File: config.mk
export PLATFORM = sky130hd
export DESIGN_NAME = dff_pipe
export DESIGN_NICKNAME = d
export VERILOG_FILES = /design/src/rtl/dff_pipe.sv
export SDC_FILE = /design/constraint.sdc
export NUM_CORES = 1
export LEC_CHECK = 0
export CORE_ASPECT_RATIO = 0.8
export CORE_MARGIN = 3
export CORE_UTILIZATION = 50
export CTS_BUF_LIST = sky130_fd_sc_hd__clkbuf_4 sky130_fd_sc_hd__clkbuf_8 sky130_fd_sc_hd__clkbuf_16
export DETAILED_ROUTE_END_ITERATION = 10
export PLACE_DENSITY = 0.78
export SLEW_MARGIN = 30
export SYNTH_ARGS = -nofsm -noshare
export SYNTH_HDL_FRONTEND = slang
export SYNTH_SLANG_ARGS = --single-unit
File: constraint.sdc
create_clock -name clk -period 2.4 [get_ports clk]
set_input_delay 0.48 -clock clk [delete_from_list [all_inputs] [get_ports clk]]
set_output_delay 0.48 -clock clk [all_outputs]
set_load 0.005 [all_outputs]
File: src/rtl/dff_pipe.sv
// Parametrised valid/ready register pipeline with bubble collapsing,
// synchronous flush, complemented output and registered occupancy count.
module dff_pipe #(
    parameter int unsigned      WIDTH     = 8,
    parameter int unsigned      DEPTH     = 4,
    parameter logic [WIDTH-1:0] RESET_VAL = '0
) (
    input  logic                       clk,
    input  logic                       resn,
    input  logic                       flush,
    input  logic                       in_valid,
    output logic                       in_ready,
    input  logic [WIDTH-1:0]           in_data,
    output logic                       out_valid,
    input  logic                       out_ready,
    output logic [WIDTH-1:0]           q,
    output logic [WIDTH-1:0]           qn,
    output logic [$clog2(DEPTH+1)-1:0] count
);

    localparam int unsigned CW = $clog2(DEPTH + 1);

    logic [DEPTH-1:0] v_q;
    logic [DEPTH-1:0] v_d;
    logic [DEPTH-1:0] acc;
    logic [DEPTH-1:0] ld;
    logic [WIDTH-1:0] data_q [DEPTH];
    logic [CW-1:0]    count_d;

    // Ready chain from the output back to stage 0; acc[i] means stage i may load.
    always_comb begin
        logic down;
        logic a;
        acc  = '0;
        down = out_ready;
        for (int i = int'(DEPTH) - 1; i >= 0; i--) begin
            a      = ~v_q[i] | (v_q[i] & down);
            acc[i] = a;
            down   = a;
        end
    end

    assign in_ready = acc[0] & ~flush & resn;

    // Next valid vector and per-stage data load enables; flush clears all valids
    // but suppresses data loads so the registers keep their contents.
    always_comb begin
        v_d   = v_q;
        ld    = '0;
        ld[0] = in_valid & in_ready;
        if (acc[0]) begin
            v_d[0] = in_valid & in_ready;
        end
        for (int i = 1; i < int'(DEPTH); i++) begin
            if (acc[i]) begin
                v_d[i] = v_q[i-1];
                ld[i]  = v_q[i-1] & ~flush;
            end
        end
        if (flush) begin
            v_d = '0;
        end
    end

    // Popcount of the next valid vector, registered as the occupancy count.
    always_comb begin
        logic [CW-1:0] sum;
        sum = '0;
        for (int i = 0; i < int'(DEPTH); i++) begin
            sum = sum + CW'(v_d[i]);
        end
        count_d = sum;
    end

    // Valid bits and occupancy count.
    always_ff @(posedge clk or negedge resn) begin
        if (!resn) begin
            v_q   <= '0;
            count <= '0;
        end else begin
            v_q   <= v_d;
            count <= count_d;
        end
    end

    // Stage data registers; load only on transfer.
    always_ff @(posedge clk or negedge resn) begin
        if (!resn) begin
            for (int i = 0; i < int'(DEPTH); i++) begin
                data_q[i] <= RESET_VAL;
            end
        end else begin
            if (ld[0]) begin
                data_q[0] <= in_data;
            end
            for (int i = 1; i < int'(DEPTH); i++) begin
                if (ld[i]) begin
                    data_q[i] <= data_q[i-1];
                end
            end
        end
    end

    assign out_valid = v_q[DEPTH-1];
    assign q         = data_q[DEPTH-1];
    assign qn        = ~q;

endmodule
==> results_dict.tcl <==
set metrics [dict create \
    run_status "finished clean" \
    combined_buffer_and_inverter_count_along_the_critical_path 2 \
    ir_drop_v 0.000435 \
    netSwitchingFraction_pct 22.8 \
    count_of_clock_tree_sinks 39 \
    pre_cts_slack_ps -322 \
    initial_core_util_pct 53.0 \
    grt_pass1_vias 970 \
    type_of_the_worst_setup_path "in2reg" \
    slew_headroom_pct 69.0 \
    timing.critical_path.fanout_max 7 \
    hold_buffers 0 \
    routabilityCongestion 0.691 \
    worstRegToRegCells 7 \
    syn_nets 131 \
    diodes 0 \
    cts_tree "built" \
    num-nets-final 168 \
    largest_net_degree_at_the_start_of_global_routing 40 \
    worst-endpoint-required_ps 2570 \
    worst_pin_slew_ps 465 \
    path_depth 6 \
    finalHoldViolations 0 \
    placement.io_buffers 33 \
    syn-instance-count 115 \
    critical_path.reg2reg.endpoint "count[1]" \
    most_repeated_library_cell_on_the_critical_path "ha_1" \
    ant_nets 0 \
    clk_transition_reported_paths_ps 70 \
    cellLeakagePower_nw 1.02 \
    clk_root_buffer_cell "clkbuf_8" \
    hpwlAfterDp_microns 2110 \
    fp.coreArea_sq_um 3150 \
    post-route-period-util_pct 91.2 \
    worst_setup_path_end_kind "flip-flop" \
    insertion_delay_ps 290 \
    netSwitchingPower_uw 381 \
    total_drc_errors_in_the_routed_layout 0 \
    worst_path_dominant_cell_family "adder cells" \
    ys_warn_count 0 \
    final_period_minus_worst_setup_slack_ps 2190 \
    setup_slack_ps 211 \
    overflow 0 \
    dr_total_vias 937 \
    drt_iter0_markers 42 \
    seq_power_share_pct 52.9 \
    crit_chain "clkdlybuf4s50_1, or2_2, fa_1, inv_1, ha_1, ha_1" \
    final.hold.worst_slack_ps 303 \
    cp-startpoint "flush" \
    ys_seq_area_share_pct 58.4 \
    grt_pass1_wl_microns 4700 \
    critical_path.endpoint "count[1]" \
    setup_violations 0 \
    synth_area_sq_um 1670 \
    detailroute.wirelength.met3_microns 142 \
    totalWireLength_microns 2730 \
    yosys_register_bits 39 \
    met2_length_microns 1340 \
    number_of_buffers_added_by_the_clock_tree_synthesis_step 5 \
    cellPowerDensity_nw_per_um2 784 \
    worst_ep_arrival_time_ps 2360 \
    clock_tree_buf_depth 2 \
    globalRouteTotalUtil_pct 15.3 \
    io-pin-count 34 \
    p_int_mw 1.29 \
    cts.htree.levels 2 \
    rsz0062_at_grt "false" \
    rr_startpoint "v_q[2]" \
    synth_cell_type_count 21 \
    fmax_ghz 0.457 \
    wl_met1_microns 1200 \
    worstHoldPathType "in2async" \
    die_area_sq_um 4070 \
    grt_antenna_before_repair 0 \
    drv_slew 0 \
    die_width_microns 70.6 \
    detail_route.first_pass.iterations 2 \
    power.clock.fraction_pct 28.8 \
    top_signal_layer_used "met4" \
    share_of_cells_above_drive_strength_1_pct 36.6 \
    die_h_microns 57.7 \
    post-layout-total-power_mw 1.67 \
    drt-wirelength-per-cell_microns 14.1 \
    slowest_delay_ps 510 \
    viasPerCell 4.85 \
    share_comb_of_total_power_pct 18.3 \
    worst_setup_path_start_kind "input port" \
    timing.setup.tns_ps 0 \
    drv.max_cap_violation_count 0 \
    worst-r2r-setup-slack_ps 260 \
    std_cell_rows 18 \
    synthesis.area_per_instance_sq_um 14.5 \
    timing.clock.skew_ps 6.84 \
    syn2layout_area_growth_pct 27.8 \
    slowest_cell_on_the_critical_path "clkdlybuf4s50_1" \
]
[repair_timing]
item                                    in CTS  in global routing
buffers inserted                             0                  0
pin swaps                                    1                  3
resized for setup                            1                  3
cloned                                       0                  0
endpoints found under the setup margin       2                  2
[how the worst min path moves through the flow]
stage          slack [ps]          to
2_1_floorplan         180    count[0]
3_3_place_gp          490  data_q[11]
3_5_place_dp          500  data_q[20]
4_1_cts               310  data_q[11]
5_1_grt               340  data_q[11]
6_report              300        q[3]
[cells in the mapped netlist]
cell type	n	area (sq um)
buf_2	2	10.0
nor2_1	5	18.8
mux2_4	8	120
a211oi_4	1	20.0
inv_1	11	41.3
a21o_1	1	7.51
mux2_2	24	270
nand2_1	2	7.51
buf_4	8	60.1
or2_2	2	12.5
dfrtp_1	39	976
buf_6	1	11.3
and3b_1	1	8.76
a211o_2	1	10.0
or3b_1	1	8.76
a21oi_1	2	10.0
fa_1	1	20.0
nor3b_2	1	12.5
ha_1	2	25.0
and4b_4	1	13.8
nor2b_1	1	6.26
[per-stage QoR]
step	instance area [sq um]	util, %	instances
6_report	2130	67.7	193
5_1_grt	2130	67.7	193
4_1_cts	2130	67.5	193
3_5_place_dp	2020	64.2	185
3_3_place_gp	2020	64.2	185
2_1_floorplan	1670	-	115
[sequential cells by signal (all words and copies together) (netlist names)]
register / count
data_q: 24
count: 3
q: 8
v_q: 4
[worst reg2reg max path, stage by stage, from the launching register on]
cell and delay [ps]:
dfrtp_1 420, and4b_4 280, nor2_1 50, or2_4 240, fa_1 520, inv_1 40, ha_1 180, ha_1 300
[cells in the final DEF (no fill, tap or decap), types with 2 or more instances in the layout]
cell	Yosys	routed
dfrtp_1	39	39
clkdlybuf4s50_1	0	30
mux2_2	24	24
inv_1	11	11
mux2_4	8	8
buf_4	8	8
clkbuf_8	0	7
nor2_1	5	5
a21oi_1	2	2
ha_1	2	2
[cell families after synthesis]
logic type	after synthesis	share of synthesized area (%)
AOI/OAI and AO/OA	5	2.85
buffers and inverters	22	7.34
and+or+nand+nor	14	5.32
DFF	39	58.4
adders and majority gates	3	2.70
muxes	32	23.4
[layer usage]
| metal | vias to the layer above | track usage [%] |
|---|---|---|
| met2 | 23 | 24.4 |
| met3 | 3 | 4.85 |
| met1 | 460 | 19.4 |
| met5 | - | 0 |
| li1 | 451 | - |
| met4 | 0 | 7.24 |
[layout make-up]
class | count | area (sq um)
fill | 224 | 1020
inverter | 11 | 41.3
tap | 40 | 50.0
sequential | 39 | 976
timing repair buffer | 41 | 387
clock buffer | 8 | 104
multi-input combinational | 54 | 577
[power by group through the flow]
stage          combinational [mW]  sequential, mW  clock [mW]
2_1_floorplan               0.204           0.860           0
3_3_place_gp                0.295           0.887           0
3_5_place_dp                0.309           0.900           0
4_1_cts                     0.311           0.888       0.499
5_1_grt                     0.332           0.904       0.525
6_report                    0.306           0.886       0.482
Note: power is estimated with default switching activity, not from simulation.
